### config.mk
export PLATFORM = sky130hd
export DESIGN_NAME = score_scan
export DESIGN_NICKNAME = d
export VERILOG_FILES = /design/src/rtl/score_scan_pkg.sv /design/src/rtl/score_scan_acc.sv /design/src/rtl/score_scan.sv
export SDC_FILE = /design/constraint.sdc
export NUM_CORES = 1
export LEC_CHECK = 0
export BUFFER_PORTS_ARGS = -buffer_cell sky130_fd_sc_hd__buf_2
export CAP_MARGIN = 5
export CORE_ASPECT_RATIO = 1.5
export CORE_MARGIN = 1
export CORE_UTILIZATION = 55
export CTS_BUF_LIST = sky130_fd_sc_hd__clkbuf_8
export CTS_CLUSTER_DIAMETER = 30
export CTS_CLUSTER_SIZE = 25
export DETAILED_ROUTE_END_ITERATION = 12
export PLACE_DENSITY = 0.78
export SYNTH_ARGS = -nofsm -noshare
export SYNTH_HDL_FRONTEND = slang
export SYNTH_HIERARCHICAL = 1
export SYNTH_SLANG_ARGS = --single-unit
export TNS_END_PERCENT = 100
### constraint.sdc
create_clock -name clk -period 2.3 [get_ports clk]
set_input_delay 0 -clock clk [delete_from_list [all_inputs] [get_ports clk]]
set_output_delay 0 -clock clk [all_outputs]
set_load 0.03 [all_outputs]
### src/rtl/score_scan_pkg.sv
`default_nettype none
// ---------------------------------------------------------------------------
// Module : score_scan_pkg
// Desc   : Score RAM geometry and scanner FSM encodings shared across blocks
// Rev    : 1.0  initial release
// ---------------------------------------------------------------------------
package score_scan_pkg;

   localparam int SCORE_ADDR_W = 4;
   localparam int SCORE_DATA_W = 4;
   localparam int SCORE_RD_LAT = 1;

   typedef enum logic [1:0] {
      IDLE  = 2'd0,
      SCAN  = 2'd1,
      QUERY = 2'd2
   } scan_state_t;

endpackage
`default_nettype wire

### src/rtl/score_scan_acc.sv
`default_nettype none
// ---------------------------------------------------------------------------
// Module : score_scan_acc
// Desc   : Running max/ID/non-zero-count/sum over captured score entries
// Rev    : 1.0  initial release
// ---------------------------------------------------------------------------
module score_scan_acc
   import score_scan_pkg::*;
#(
   parameter int ADDR_W = SCORE_ADDR_W,
   parameter int DATA_W = SCORE_DATA_W
)(
   input  logic                     clk,
   input  logic                     reset,
   input  logic                     clear,
   input  logic                     en,
   input  logic                     publish,
   input  logic [DATA_W-1:0]        q,
   input  logic [ADDR_W-1:0]        id,
   output logic [DATA_W-1:0]        max_score,
   output logic [ADDR_W-1:0]        max_id,
   output logic [ADDR_W:0]          nz_count,
   output logic [ADDR_W+DATA_W-1:0] sum_score
);

   localparam logic [ADDR_W:0] c_nz_one = (ADDR_W+1)'(1);

   logic [DATA_W-1:0]        r_run_max;
   logic [ADDR_W-1:0]        r_run_id;
   logic [ADDR_W:0]          r_run_nz;
   logic [ADDR_W+DATA_W-1:0] r_run_sum;

   logic                     w_upd;
   logic [DATA_W-1:0]        w_nxt_max;
   logic [ADDR_W-1:0]        w_nxt_id;
   logic [ADDR_W:0]          w_nxt_nz;
   logic [ADDR_W+DATA_W-1:0] w_nxt_sum;

   // Strict compare: entries arrive in ascending ID order, so ties keep the lowest ID.
   always_comb begin
      w_upd     = en && (q > r_run_max);
      w_nxt_max = w_upd ? q  : r_run_max;
      w_nxt_id  = w_upd ? id : r_run_id;
      w_nxt_nz  = (en && (q != '0)) ? (r_run_nz + c_nz_one) : r_run_nz;
      w_nxt_sum = en ? (r_run_sum + {{ADDR_W{1'b0}}, q}) : r_run_sum;
   end

   always_ff @(posedge clk) begin
      if (reset) begin
         r_run_max <= '0;
         r_run_id  <= '0;
         r_run_nz  <= '0;
         r_run_sum <= '0;
         max_score <= '0;
         max_id    <= '0;
         nz_count  <= '0;
         sum_score <= '0;
      end else begin
         if (clear) begin
            r_run_max <= '0;
            r_run_id  <= '0;
            r_run_nz  <= '0;
            r_run_sum <= '0;
         end else begin
            r_run_max <= w_nxt_max;
            r_run_id  <= w_nxt_id;
            r_run_nz  <= w_nxt_nz;
            r_run_sum <= w_nxt_sum;
         end
         // Publishing on the final capture folds that entry in without an extra stage.
         if (publish) begin
            max_score <= w_nxt_max;
            max_id    <= w_nxt_id;
            nz_count  <= w_nxt_nz;
            sum_score <= w_nxt_sum;
         end
      end
   end

endmodule
`default_nettype wire

### src/rtl/score_scan.sv
`default_nettype none
// ---------------------------------------------------------------------------
// Module : score_scan
// Desc   : Score RAM scanner (max/ID/count/sum) with single-ID lookup port
// Rev    : 1.0  initial release
// ---------------------------------------------------------------------------
module score_scan
   import score_scan_pkg::*;
#(
   parameter int ADDR_W = SCORE_ADDR_W,
   parameter int DATA_W = SCORE_DATA_W,
   parameter int RD_LAT = SCORE_RD_LAT
)(
   input  logic                     clk,
   input  logic                     reset,
   input  logic                     start,
   input  logic                     query_req,
   input  logic [ADDR_W-1:0]        query_id,
   input  logic [DATA_W-1:0]        ram_q,
   output logic [ADDR_W-1:0]        ram_address,
   output logic                     busy,
   output logic                     done,
   output logic [DATA_W-1:0]        max_score,
   output logic [ADDR_W-1:0]        max_id,
   output logic [ADDR_W:0]          nz_count,
   output logic [ADDR_W+DATA_W-1:0] sum_score,
   output logic [DATA_W-1:0]        query_score,
   output logic                     query_valid
);

   localparam logic [ADDR_W-1:0] c_last_addr = '1;
   localparam logic [ADDR_W-1:0] c_addr_one  = ADDR_W'(1);

   scan_state_t       r_state;
   scan_state_t       w_next_state;

   logic [ADDR_W-1:0] r_addr;
   logic              r_addr_done;
   logic              r_q_issued;
   logic              r_busy;
   logic              r_done;
   logic              r_qvalid;
   logic [DATA_W-1:0] r_qscore;
   logic [RD_LAT-1:0] r_vld_sr;
   logic [RD_LAT-1:0] r_qvld_sr;
   logic [ADDR_W-1:0] r_id_sr [RD_LAT];

   logic              w_start_scan;
   logic              w_start_query;
   logic              w_scan_issue;
   logic              w_q_issue;
   logic              w_take;
   logic              w_take_last;
   logic              w_q_take;

   assign w_scan_issue = (r_state == SCAN) && !r_addr_done;
   assign w_q_issue    = (r_state == QUERY) && !r_q_issued;
   assign w_take       = r_vld_sr[RD_LAT-1];
   assign w_take_last  = w_take && (r_id_sr[RD_LAT-1] == c_last_addr);
   assign w_q_take     = r_qvld_sr[RD_LAT-1];

   always_ff @(posedge clk) begin
      if (reset) r_state <= IDLE;
      else       r_state <= w_next_state;
   end

   always_comb begin
      w_next_state  = r_state;
      w_start_scan  = 1'b0;
      w_start_query = 1'b0;
      case (r_state)
         IDLE: begin
            if (start) begin
               w_next_state = SCAN;
               w_start_scan = 1'b1;
            end else if (query_req) begin
               w_next_state  = QUERY;
               w_start_query = 1'b1;
            end
         end
         SCAN:    if (w_take_last) w_next_state = IDLE;
         QUERY:   if (w_q_take)    w_next_state = IDLE;
         default: w_next_state = IDLE;
      endcase
   end

   always_ff @(posedge clk) begin
      if (reset) begin
         r_addr      <= '0;
         r_addr_done <= 1'b0;
         r_q_issued  <= 1'b0;
         r_busy      <= 1'b0;
         r_done      <= 1'b0;
         r_qvalid    <= 1'b0;
         r_qscore    <= '0;
         r_vld_sr    <= '0;
         r_qvld_sr   <= '0;
         for (int i = 0; i < RD_LAT; i++) r_id_sr[i] <= '0;
      end else begin
         r_busy   <= (w_next_state != IDLE);
         r_done   <= w_take_last;
         r_qvalid <= w_q_take;
         if (w_q_take) r_qscore <= ram_q;

         // Tags enter when an address has been on the bus for one cycle, so they
         // emerge exactly when the RAM returns that address's data.
         r_vld_sr[0]  <= w_scan_issue;
         r_qvld_sr[0] <= w_q_issue;
         r_id_sr[0]   <= r_addr;
         for (int i = 1; i < RD_LAT; i++) begin
            r_vld_sr[i]  <= r_vld_sr[i-1];
            r_qvld_sr[i] <= r_qvld_sr[i-1];
            r_id_sr[i]   <= r_id_sr[i-1];
         end

         if (w_start_scan) begin
            r_addr      <= '0;
            r_addr_done <= 1'b0;
         end else if (w_start_query) begin
            r_addr     <= query_id;
            r_q_issued <= 1'b0;
         end else if (w_scan_issue) begin
            if (r_addr == c_last_addr) r_addr_done <= 1'b1;
            else                       r_addr      <= r_addr + c_addr_one;
         end
         if (w_q_issue) r_q_issued <= 1'b1;
      end
   end

   score_scan_acc #(
      .ADDR_W (ADDR_W),
      .DATA_W (DATA_W)
   ) u_acc (
      .clk       (clk),
      .reset     (reset),
      .clear     (w_start_scan),
      .en        (w_take),
      .publish   (w_take_last),
      .q         (ram_q),
      .id        (r_id_sr[RD_LAT-1]),
      .max_score (max_score),
      .max_id    (max_id),
      .nz_count  (nz_count),
      .sum_score (sum_score)
   );

   assign ram_address = r_addr;
   assign busy        = r_busy;
   assign done        = r_done;
   assign query_score = r_qscore;
   assign query_valid = r_qvalid;

endmodule
`default_nettype wire

==> reports/qor.csv <==
metric;value;unit
status;completed;
GR Util All Layers;21.42;%
num ports;44;
worst vdd ir;517.6;µV
CTS clk-pin slew, worst paths;60;ps
detailed-route via count;2021;
static leakage;1.367;nW
Data arrival, critical path;2080;ps
via/cell ratio;5.142;
Die W;59.48;µm
first-pass GRT wire length;8259;µm
#FFs+latches synth;63;
H-Tree Depth;3;
final hold vios;0;
Final Skew;7.022;ps
Post-Synth XOR/XNOR Area;3.857;%
cts repair resizes;0;
TNS Setup;0;ps
hold path depth;3;
TritonCTS clock tree;done;
mapped cell area;2725;µm²
Sink Count;63;
share of cells above drive strength 1;24.46;%
Layout area overhead;19.05;%
die area;5246;µm²
Syn. warnings;6;
FF-to-FF Start;u_acc/r_run_max[3];
Compound-Gate Fraction of Synth Area;12.40;%
diode count;0;
WL/cell;12.69;µm
Area contributors post-synth;dfxtp_1 (46%), nor2_1 (6.7%), mux2i_1 (5.9%);
Critical Path RT;2550;ps
core area;4810;µm²
antenna viol nets, final;0;
flop2flop setup slack;470;ps
slowest stage cell, crit path;dlygate4sd3_1;
hold_buf cts;5;
CP endpoint kind;flop;
Syn Area/Cell;9.946;µm²
final total power;2.377;mW
I/O Buffers;43;
Setup Fix Bufs, Post-CTS;0;
ys async rst share;0;%
Hold WC Path Type;in2reg;
total gr overflow;0;
largest family of logic cells by synthesized area;simple AND/OR/NAND/NOR gates;
RSZ-0062 raised after global routing;no;
DR DRC count;0;
Die Span Y;88.21;µm
Slew Viols, Final;0;
final setup fails;0;
Worst Tran Pin Value;668.8;ps
mux contribution to synthesized area;6.703;%
pwr dens;732.7;nW/µm²
critical path startpoint;ram_q[0];
Clock Latency Late Sink;340;ps
CTS buffer count;9;
RD Place Congestion;0.7427;
kind of cell adding the most delay to the critical path;buffers and inverters;
Initial Utilization;56.66;%
Post-Synth Simple-Gate Area;21.07;%
Reg2Reg Depth;7;
vias in the first global route;1887;
share of the synthesized area in the top cell type;46.28;%
Detailed Route WL;4986;µm
DR pass1 iterations;4;
Longest Clk Path Bufs;2;
EDFF count, synth;0;
maximum clock frequency;545.1;MHz
worst path cell trace;dlygate4sd3_1, buf_2, ha_1, inv_1, fa_1, nor2b_1, o21a_1, o21ai_1, xor2_1, a211oi_1;
fin crit share;79.76;%
buffers and inverters on the worst path;3;
number of DRC markers in iteration 0;64;
initial antenna violation count;0;
Synth cell types;50;
Main synth FF type;dfxtp_1;
Rows;31;
cell taking the most area after synthesis;dfxtp_1;
post-synthesis sequential area ratio;46.28;%
critical path's largest stage delay;520;ps
startpoint types;input port;
Clock Tree Root;clkbuf_8;
pin count of the biggest net entering global routing;39;
Max-slew headroom;55.41;%
count of nets after finishing;345;
post-synthesis adder-cell area fraction;5.326;%
cell count after synthesis;274;
Max FO, Critical Path;5;
HP Start;ram_q[1];
Max-cap violations;0;
Mapped Nets;297;
DP Wirelength;3448;µm
cell count along the critical path;10;
Tmin final;1835;ps
Crit Path Class;in2reg;
per-layer routing:
metal	GRT usage [%]	vias up	share of wire, %
met4	9.091	0	1.8
li1	-	1048	-
met2	36.16	32	51
met3	7.895	8	4.5
met1	23.86	933	43
met5	0	-	0
state kept, by name (all words and copies together) (netlist names):
signal / cells
query_valid: 1
query_score: 4
u_acc/r_run_max: 4
u_acc/sum_score: 8
r_q_issued: 1
r_vld_sr: 1
u_acc/r_run_nz: 5
done: 1
busy: 1
ram_address: 4
u_acc/r_run_sum: 8
u_acc/max_id: 4
r_id_sr: 4
r_state: 2
u_acc/max_score: 4
u_acc/r_run_id: 4
r_qvld_sr: 1
u_acc/nz_count: 5
r_addr_done: 1
kinds of logic after synthesis:
family	count (synthesis)
AOI/OAI and AO/OA	40
buffers and inverters	25
muxes	18
DFF	63
xor gates and xnor gates	12
adders and majority gates	11
and+or+nand+nor	105
path summary, 6_finish.rpt:
check | endpoint
worst min-delay path | u_acc/r_run_max[1]
worst min register to register | u_acc/sum_score[6]
worst max register to register | u_acc/max_score[2]
worst max-delay path | u_acc/sum_score[4]
cell usage in the layout, fill, tap and decap left out, types with 2 or more instances in the layout:
cell / n
a211oi_1: 12
a211oi_2: 4
a21oi_1: 3
a311oi_2: 2
and3_1: 2
and3b_1: 6
buf_2: 43
buf_4: 4
bufinv_16: 2
clkbuf_8: 10
dfxtp_1: 63
dlygate4sd3_1: 5
ha_1: 10
inv_1: 10
mux2i_1: 16
nand2_1: 4
nand2b_1: 3
nand3_1: 4
nand4_1: 3
nor2_1: 49
nor2b_1: 8
nor3b_1: 10
nor4_1: 7
o21ai_1: 5
o21bai_1: 3
or2_2: 2
xnor2_1: 2
xor2_1: 10
tightest hold or removal path, stage by stage:
cell and delay (ps):
buf_2 150, mux2i_1 90, nor2_1 70
synth_stat cells (2+ instances only):
cell,number
nor2_1,49
inv_1,9
nor2b_1,8
nand2b_1,3
o21ai_1,5
a311oi_2,2
mux2i_1,16
nor3b_1,10
dfxtp_1,63
and3b_1,6
clkbuf_1,10
xor2_1,10
ha_1,10
buf_2,2
a21oi_1,3
nand2_1,4
a211oi_1,12
xnor2_1,2
nand4_1,3
a211oi_2,4
nor4_1,7
and3_1,2
o21bai_1,3
nand3_1,4
or2_2,2
final cells by class:
class	instances	area, µm²
tap	66	82.58
inverter	10	37.54
multi-input combinational	186	1345
timing repair buffer	52	295.3
sequential	63	1261
fill	408	1565
clock buffer	10	137.6
clock inverter	6	85.08
power breakdown:
part / internal [mW] / switching (mW)
clock network: 0.635 / 0.413
registers: 1.11 / 0.0206
logic: 0.0786 / 0.116
metrics by stage:
step / cell area (µm²) / utilization (%) / hold slack [ps] / setup slack, ps / std cells
after floorplan: 2725 / - / 71.61 / 645.4 / 274
final: 3244 / 67.46 / 22.36 / 465.5 / 393
after global routing: 3244 / 67.46 / 58.55 / 284.4 / 393
after CTS: 3244 / 67.46 / 4.562 / 465.5 / 393
after detailed placement: 2972 / 61.78 / 286.3 / 491.6 / 372
after global placement: 2972 / 61.78 / 276.2 / 548.6 / 372
No activity file was read; power rests on OpenSTA's default activity.
